===== src/rtl/sync_fifo.sv =====
// Parametrised show-ahead synchronous FIFO with occupancy count, programmable
// almost-full/almost-empty thresholds, synchronous flush and sticky error flags.
module sync_fifo #(
    parameter int W  = 8,
    parameter int D  = 4,
    parameter int AF = D - 1,
    parameter int AE = 1,
    parameter int CW = $clog2(D) + 1
) (
    input  logic          clk,
    input  logic          reset_n,
    input  logic          clear,
    input  logic          wr_en,
    input  logic [W-1:0]  wr_data,
    output logic          wr_full,
    output logic          almost_full,
    input  logic          rd_en,
    output logic [W-1:0]  rd_data,
    output logic          rd_empty,
    output logic          almost_empty,
    output logic [CW-1:0] count,
    output logic          overflow,
    output logic          underflow
);

    localparam int AW = $clog2(D);
    localparam int PW = AW + 1;

    generate
        if (W < 1) begin : g_bad_w
            $error("sync_fifo: W must be >= 1");
        end
        if (D < 2 || (D & (D - 1)) != 0) begin : g_bad_d
            $error("sync_fifo: D must be a power of two >= 2");
        end
        if (AF < 1 || AF > D) begin : g_bad_af
            $error("sync_fifo: AF must be in 1..D");
        end
        if (AE < 0 || AE > D - 1) begin : g_bad_ae
            $error("sync_fifo: AE must be in 0..D-1");
        end
        if (CW != PW) begin : g_bad_cw
            $error("sync_fifo: CW is derived and must not be overridden");
        end
    endgenerate

    logic [W-1:0]  mem [D];
    logic [PW-1:0] wr_ptr, rd_ptr;
    logic [PW-1:0] next_wr_ptr, next_rd_ptr;
    logic [CW-1:0] next_count;
    logic          writing, reading;
    logic          next_empty, next_full;

    assign writing = wr_en & ~wr_full;
    assign reading = rd_en & ~rd_empty;

    // Flags are registered from next-state pointers so they are exact one
    // cycle after the causing edge; clear forces both pointers home.
    always_comb begin
        next_wr_ptr = wr_ptr;
        next_rd_ptr = rd_ptr;
        if (clear) begin
            next_wr_ptr = '0;
            next_rd_ptr = '0;
        end else begin
            next_wr_ptr = wr_ptr + PW'(writing);
            next_rd_ptr = rd_ptr + PW'(reading);
        end
    end

    assign next_count = CW'(next_wr_ptr - next_rd_ptr);
    assign next_empty = (next_wr_ptr == next_rd_ptr);
    assign next_full  = (next_wr_ptr == {~next_rd_ptr[AW], next_rd_ptr[AW-1:0]});

    always_ff @(posedge clk or negedge reset_n) begin
        if (!reset_n) begin
            wr_ptr       <= '0;
            rd_ptr       <= '0;
            count        <= '0;
            rd_empty     <= 1'b1;
            wr_full      <= 1'b0;
            almost_empty <= 1'b1;
            almost_full  <= 1'b0;
            overflow     <= 1'b0;
            underflow    <= 1'b0;
        end else begin
            wr_ptr       <= next_wr_ptr;
            rd_ptr       <= next_rd_ptr;
            count        <= next_count;
            rd_empty     <= next_empty;
            wr_full      <= next_full;
            almost_empty <= (next_count <= CW'(AE));
            almost_full  <= (next_count >= CW'(AF));
            overflow     <= clear ? 1'b0 : (overflow  | (wr_en & wr_full));
            underflow    <= clear ? 1'b0 : (underflow | (rd_en & rd_empty));
        end
    end

    // Storage is deliberately not reset; a clear-cycle write is discarded.
    always_ff @(posedge clk) begin
        if (writing && !clear)
            mem[wr_ptr[AW-1:0]] <= wr_data;
    end

    assign rd_data = mem[rd_ptr[AW-1:0]];

`ifndef SYNTHESIS
    always_ff @(posedge clk) begin
        if (reset_n && wr_en && wr_full)
            $warning("sync_fifo: write request while full");
        if (reset_n && rd_en && rd_empty)
            $warning("sync_fifo: read request while empty");
    end
`endif

endmodule


===== config.mk =====
export PLATFORM = sky130hd
export DESIGN_NAME = sync_fifo
export DESIGN_NICKNAME = d
export VERILOG_FILES = /design/src/rtl/sync_fifo.sv
export SDC_FILE = /design/constraint.sdc
export NUM_CORES = 1
export LEC_CHECK = 0
export ABC_AREA = 1
export ABC_CLOCK_PERIOD_IN_PS = 2680
export CAP_MARGIN = 20
export CELL_PAD_IN_SITES_DETAIL_PLACEMENT = 1
export CELL_PAD_IN_SITES_GLOBAL_PLACEMENT = 2
export CORE_ASPECT_RATIO = 2
export CORE_MARGIN = 5
export CORE_UTILIZATION = 30
export DETAILED_ROUTE_END_ITERATION = 12
export PLACE_DENSITY_LB_ADDON = 0.1
export SYNTH_ARGS = -nofsm -noshare
export SYNTH_HDL_FRONTEND = slang
export SYNTH_SLANG_ARGS = --single-unit

===== constraint.sdc =====
create_clock -name clk -period 2.68 [get_ports clk]
set_input_delay 0.804 -clock clk [delete_from_list [all_inputs] [get_ports clk]]
set_output_delay 0.804 -clock clk [all_outputs]
set_load 0.03 [all_outputs]

==> summary.md, run 1 <==
| Metric | Value |
|---|---|
| Run status | finished clean |
| RSZ-0062 raised after global routing | false |
| Crit-path max FO | 3 |
| CTS Root Buffer Type | clkbuf_16 |
| Min cycle time layout | 2.52 ns |
| R2R Setup Slk | 0.65 ns |
| GPL Wtd Cong | 0.718 |
| Initial Utilization | 30.5% |
| Adder-Cell Fraction of Synth Area | 4.97% |
| Total grt overflow | 0 |
| Routed vias/inst | 4.52 |
| HP Class | reg -> reg |
| Hold Path Stages | 2 |
| Main combinational cell family by area after synthesis | simple AND/OR/NAND/NOR gates |
| Crit path cell chain | clkdlybuf4s50_1 -> inv_1 -> nor2_1 -> ha_1 -> nand2_1 -> ha_1 -> inv_1 -> fa_1 -> nand2_1 -> nand3_1 |
| DR pass1 iterations | 2 |
| Max Slew Vio Count | 0 |
| CTS buffer count | 5 |
| Critical path's slowest cell | fa_1 |
| Die Ht | 123 microns |
| Max_cap viols | 0 |
| Setup violations, final | 0 |
| Share of cells above drive strength 1 | 19.7% |
| Fillers | 697 |
| H-tree levels | 2 |
| Worst-path clk slew | 0.06 ns |
| Total wire length | 4.65 mm |
| VDD IR max | 435 uV |
| Top post-synthesis cells by area | edfxtp_1, dfrtp_1, nor2_1 |
| Seq cells post-synth | 47 |
| Relative slew slack | 51.0% |
| Die area | 0.00817 sq mm |
| GRT Util Overall | 13.0% |
| Leakage | 1.03 nW |
| Core area | 0.00626 sq mm |
| Simple-gate share of the synthesized area | 13.1% |
| Die Wd | 66.5 microns |
| Top cell type's share of synthesized area | 50.3% |
| Worst setup EP type | flop |
| Syn_area_per_cell | 12.3 sq um |
| Post-Synth XOR/XNOR Area | 0% |
| Drt drc | 0 |
| Yosys warns | 0 |
| Synth cell types | 20 |
| Hold Startpoint | overflow$_DFF_PN0_ |
| Fin Clk Skew | 0.00221 ns |
| Mux cell area share after synthesis | 0% |
| Worst Path Required | 2.85 ns |
| Ports | 30 |
| TritonCTS clock tree | yes |
| Post-CTS Setup Inserts | 0 |
| Crit path buf inv count | 3 |
| Compound-Gate Fraction of Synth Area | 7.85% |
| Row Count | 41 |
| Global-route wire length before repair | 7.52 mm |
| Hold EP | overflow$_DFF_PN0_ |
| Final hold violations | 0 |
| Critical path's largest stage delay | 0.50 ns |
| R2R cell count | 9 |
| # diodes | 0 |
| CTS Hold Bufs | 0 |
| P&R area growth vs syn | 34.3% |
| DR WL/cell | 16.1 microns |
| Pwr Total | 2.18 mW |
| DR vias | 1,305 |
| Clock sink count | 47 |
| Post-synth top area cell | edfxtp_1 |
| DP Worst Slack | -0.192 ns |
| CP top delay family | adder cells |
| Final WS setup | 0.155 ns |
| Input/output buffers | 29 |
| Number of global-route vias before repair | 1,508 |
| Critical path type | in -> reg |
| R2r endpoint | almost_full$_DFF_PN0_ |
| P per Cell Area | 850 mW/mm^2 |
| CTS Buffer Depth | 2 |
| Syn Nets | 175 |
| Initial antenna violation count | 0 |
| Sequential share of the synthesized area | 70.0% |
| DRT iter0 DRCs | 21 |
| Synthesized area | 0.00191 sq mm |
| Max Fclk | 396 MHz |
| Largest net degree at the start of global routing | 16 |
| Worst-Margin Slew | 0.732 ns |
| Critical R2R Launch | rd_empty$_DFF_PN1_ |
| Detailed Place HPWL | 3.56 mm |
| Crit path arrival time | 2.70 ns |
| Worst setup SP type | primary input |
| Cells after synthesis | 155 |
| Tcrit/Tclk final | 94.2% |
| WHS | 0.499 ns |
| Net count reported at finish | 222 |
| Antenna-violating nets left | 0 |
| Clock Latency Late Sink | 0.29 ns |
[placed cells by master, fill, tap and decap left out, types with 2 or more instances in the layout]
cell type and n:
nor2_1 24, nand3_2 2, buf_12 2, clkbuf_8 2
dfrtp_1 12, dlygate4sd2_1 4, o22ai_1 8, nor2_4 2
dfstp_2 2, clkbuf_16 5, nand2_1 12, ha_1 6
o21ai_1 4, nand3_1 3, edfxtp_1 32, nor3_1 4
nand2_2 5, inv_2 2, o21ai_0 12, a21oi_1 4
clkdlybuf4s50_1 21, buf_4 15, inv_1 15
[metal layers]
layer  GRT usage, %  wire length, microns  vias up
met2           25.8                  2890       19
met1           11.8                  1540      651
met5              0                     0        -
met3           3.27                   129        7
li1               -                     -      628
met4           5.73                    91        0
[sequential cells by signal, indices dropped and copies added, names as in the netlist]
register	cells
mem	32
count	3
rd_ptr	3
wr_ptr	3
almost_empty	1
almost_full	1
overflow	1
rd_empty	1
underflow	1
wr_full	1
[area by class of cell]
| cell class | count | area, sq um | share of cell area, % |
|---|---|---|---|
| inverters | 18 | 70.1 | 2.73 |
| flip-flops and latches | 47 | 1340 | 52.2 |
| multi-input cells | 88 | 495 | 19.3 |
| well taps | 86 | 108 | 4.19 |
| clock buffers | 8 | 156 | 6.09 |
| repair buffers | 42 | 398 | 15.5 |
[metrics by stage]
stage               area (sq um)  instances  util (%)  TNS [ns]
floorplan                   1910        155         -         0
global placement            2410        281      38.5    -0.604
detailed placement          2410        281      38.5    -0.647
CTS                         2570        289      41.0         0
global route                2570        289      41.0         0
finish                      2570        289      41.0         0
[report_power, final]
part | switching, mW | total, mW | internal [mW] | leakage (nW)
combinational | 0.371 | 0.631 | 0.260 | 0.471
clock | 0.257 | 0.654 | 0.397 | 0.0772
sequential | 0.0429 | 0.897 | 0.854 | 0.485
[how the worst max path moves through the flow]
stage / from / endpoint / cells after the start
after floorplan: wr_en / almost_full$_DFF_PN0_ / 9
after global placement: wr_en / almost_full$_DFF_PN0_ / 10
after detailed placement: wr_en / almost_full$_DFF_PN0_ / 10
after CTS: wr_en / almost_full$_DFF_PN0_ / 10
after global routing: wr_en / almost_empty$_DFF_PN1_ / 12
final: wr_en / almost_full$_DFF_PN0_ / 10
[what timing repair did]
item / in CTS / in global routing
setup endpoints to repair: 4 / 0
resized for setup: 7 / 0
hold endpoints to repair: 0 / 0
[kinds of logic (layout without fill, tap and decap cells)]
family	count (synthesis)	after routing
and+or+nand+nor	53	53
AOI/OAI and AO/OA	28	28
adders and majority gates	7	7
buffers and inverters	20	68
DFF	47	47
[synthesized netlist by cell type]
| library cell | number |
|---|---|
| nand3_1 | 3 |
| nand2_2 | 5 |
| inv_1 | 16 |
| edfxtp_1 | 32 |
| nand3_2 | 2 |
| o22ai_1 | 8 |
| nor2_4 | 2 |
| dfstp_2 | 2 |
| o21ai_1 | 4 |
| a21oi_1 | 4 |
| dfrtp_1 | 13 |
| ha_1 | 6 |
| o21ai_0 | 12 |
| inv_2 | 2 |
| nand2_1 | 12 |
| nor3_1 | 4 |
| buf_2 | 2 |
| nor2_2 | 1 |
| nor2_1 | 24 |
| fa_1 | 1 |
[worst reg2reg max path, stage by stage, from the launching register on]
cell,delay [ns]
dfstp_2,0.55
nor2_1,0.05
ha_1,0.26
inv_1,0.04
nor2_1,0.12
ha_1,0.16
inv_1,0.05
fa_1,0.50
nand2_1,0.10
nand3_1,0.07
Power figures use the tool's default switching activity.
==> inputs of run 2 (changes only) <==
Settings changed: GPL_TIMING_DRIVEN set to 0.
==> run 2 against run 1 <==
Against the previous run: global-route usage down 0.41 points; final cell count shrank 2.4%; non-clock buffer count fell by 7; via count decreased by 1.3%; setup slack worse by 0.038 ns; sequential share of layout area grew 1.1 points; critical path depth shrank 6; sequential cell count unchanged.
==> summary.md, run 2 (synthesis results as in run 1) <==
| Metric | Value |
|---|---|
| Run status | finished clean |
| Initial antenna violation count | 0 |
| CP Launch Point | rd_ptr[1]$_DFF_PN0_ |
| Final hold violations | 0 |
| Setup_tns | 0 ns |
| Critical path type | reg -> out |
| Die Wd | 66.5 microns |
| TritonCTS clock tree | yes |
| Crit path arrival time | 1.76 ns |
| CTS Hold Bufs | 0 |
| Min cycle time layout | 2.56 ns |
| Pwr Total | 2.13 mW |
| P&R area growth vs syn | 31.5% |
| Leakage | 0.992 nW |
| Total wire length | 4.57 mm |
| Core area | 0.00626 sq mm |
| Worst-Margin Slew | 0.729 ns |
| Drt drc | 0 |
| Routed vias/inst | 4.57 |
| Die area | 0.00817 sq mm |
| Detailed Place HPWL | 3.59 mm |
| Total grt overflow | 0 |
| HP Class | reg -> reg |
| H-tree levels | 2 |
| Final WS setup | 0.118 ns |
| Clock sink count | 47 |
| DP Worst Slack | -0.320 ns |
| Relative slew slack | 51.2% |
| DR pass1 iterations | 3 |
| Critical R2R Launch | rd_empty$_DFF_PN1_ |
| Antenna-violating nets left | 0 |
| P per Cell Area | 847 mW/mm^2 |
| Number of global-route vias before repair | 1,453 |
| GRT Util Overall | 12.6% |
| Tcrit/Tclk final | 95.6% |
| Global-route wire length before repair | 7.45 mm |
| WHS | 0.511 ns |
| Worst-path clk slew | 0.06 ns |
| Post-layout util | 40.2% |
| Max Fclk | 390 MHz |
| VDD IR max | 335 uV |
| Net count reported at finish | 215 |
| Placed insts | 274 |
| RSZ-0062 raised after global routing | true |
| GPL Wtd Cong | 0.753 |
| Post-DP Area | 0.00233 sq mm |
| CTS Buffer Depth | 2 |
| Die Ht | 123 microns |
| Input/output buffers | 29 |
| Clock Latency Late Sink | 0.28 ns |
| Design Area, Final | 0.00251 sq mm |
| CTS Root Buffer Type | clkbuf_16 |
| Worst setup SP type | flop |
| # diodes | 0 |
| Share of cells above drive strength 1 | 20.4% |
| Crit-path max FO | 10 |
| Largest net degree at the start of global routing | 16 |
| CTS buffer count | 5 |
| Max FFs per register | 32 |
| Fin Clk Skew | 0.00241 ns |
| Initial Utilization | 30.5% |
| Commonest non-fill, non-tap cell in the layout | edfxtp_1 |
| Setup violations, final | 0 |
| Hold Startpoint | overflow$_DFF_PN0_ |
| Ports | 30 |
| Worst setup EP type | primary output |
| DRT iter0 DRCs | 29 |
| Max Slew Vio Count | 0 |
| DR vias | 1,288 |
| Worst Path Required | 1.88 ns |
| DR WL/cell | 16.2 microns |
| Max_cap viols | 0 |
| Row Count | 41 |
| Final Non-Filler Cells | 282 |
| Most frequent cells in the layout | edfxtp_1, nor2_1, clkdlybuf4s50_1 |
run 2: cell types whose count changed in the layout (fill, tap and decap cells not counted), sizes merged:
cell / change
dlygate4sd2: -4
buf: -11
clkdlybuf4s15: +8
run 2: worst paths after layout:
check | end | slack (ns) | cells past startpoint
min | overflow$_DFF_PN0_ | 0.51 | 2
min in group asynchronous | count[0]$_DFF_PN0_ | 0.95 | 1
min reg2reg | overflow$_DFF_PN0_ | 0.51 | 2
max reg2reg | almost_empty$_DFF_PN1_ | 0.65 | 11
max in group asynchronous | rd_ptr[0]$_DFF_PN0_ | 1.22 | 1
max | rd_data[3] | 0.12 | 4
run 2: metal layers:
| metal | routed length [microns] | global-route usage (%) | up-vias |
|---|---|---|---|
| li1 | - | - | 613 |
| met3 | 122 | 2.45 | 12 |
| met4 | 145 | 6.23 | 0 |
| met2 | 2810 | 24.6 | 23 |
| met5 | 0 | 0 | - |
| met1 | 1490 | 11.8 | 640 |
run 2: area by class of cell:
class	instances	area (sq um)
Buffer	2	12.5
Clock buffer	8	156
Fill cell	699	3740
Inverter	18	67.6
Multi-Input combinational cell	88	510
Sequential cell	47	1340
Tap cell	86	108
Timing Repair Buffer	33	320
run 2: critical path, cell delays in order (launching register included):
cell and delay (ns):
dfrtp_1 0.51, inv_1 0.29, o21ai_0 0.15, o22ai_1 0.18, clkdlybuf4s15_2 0.34
run 2: repair_timing:
action / 4_1_cts / 5_1_grt
resized for setup: 26 / 4
buffers inserted: 0 / 0
endpoints found under the setup margin: 9 / 11
run 2: power breakdown:
| group | internal, mW | leakage [nW] | total, mW | switching (mW) |
|---|---|---|---|---|
| registers | 0.854 | 0.485 | 0.896 | 0.0419 |
| logic | 0.223 | 0.430 | 0.593 | 0.370 |
| clock network | 0.397 | 0.0772 | 0.643 | 0.246 |
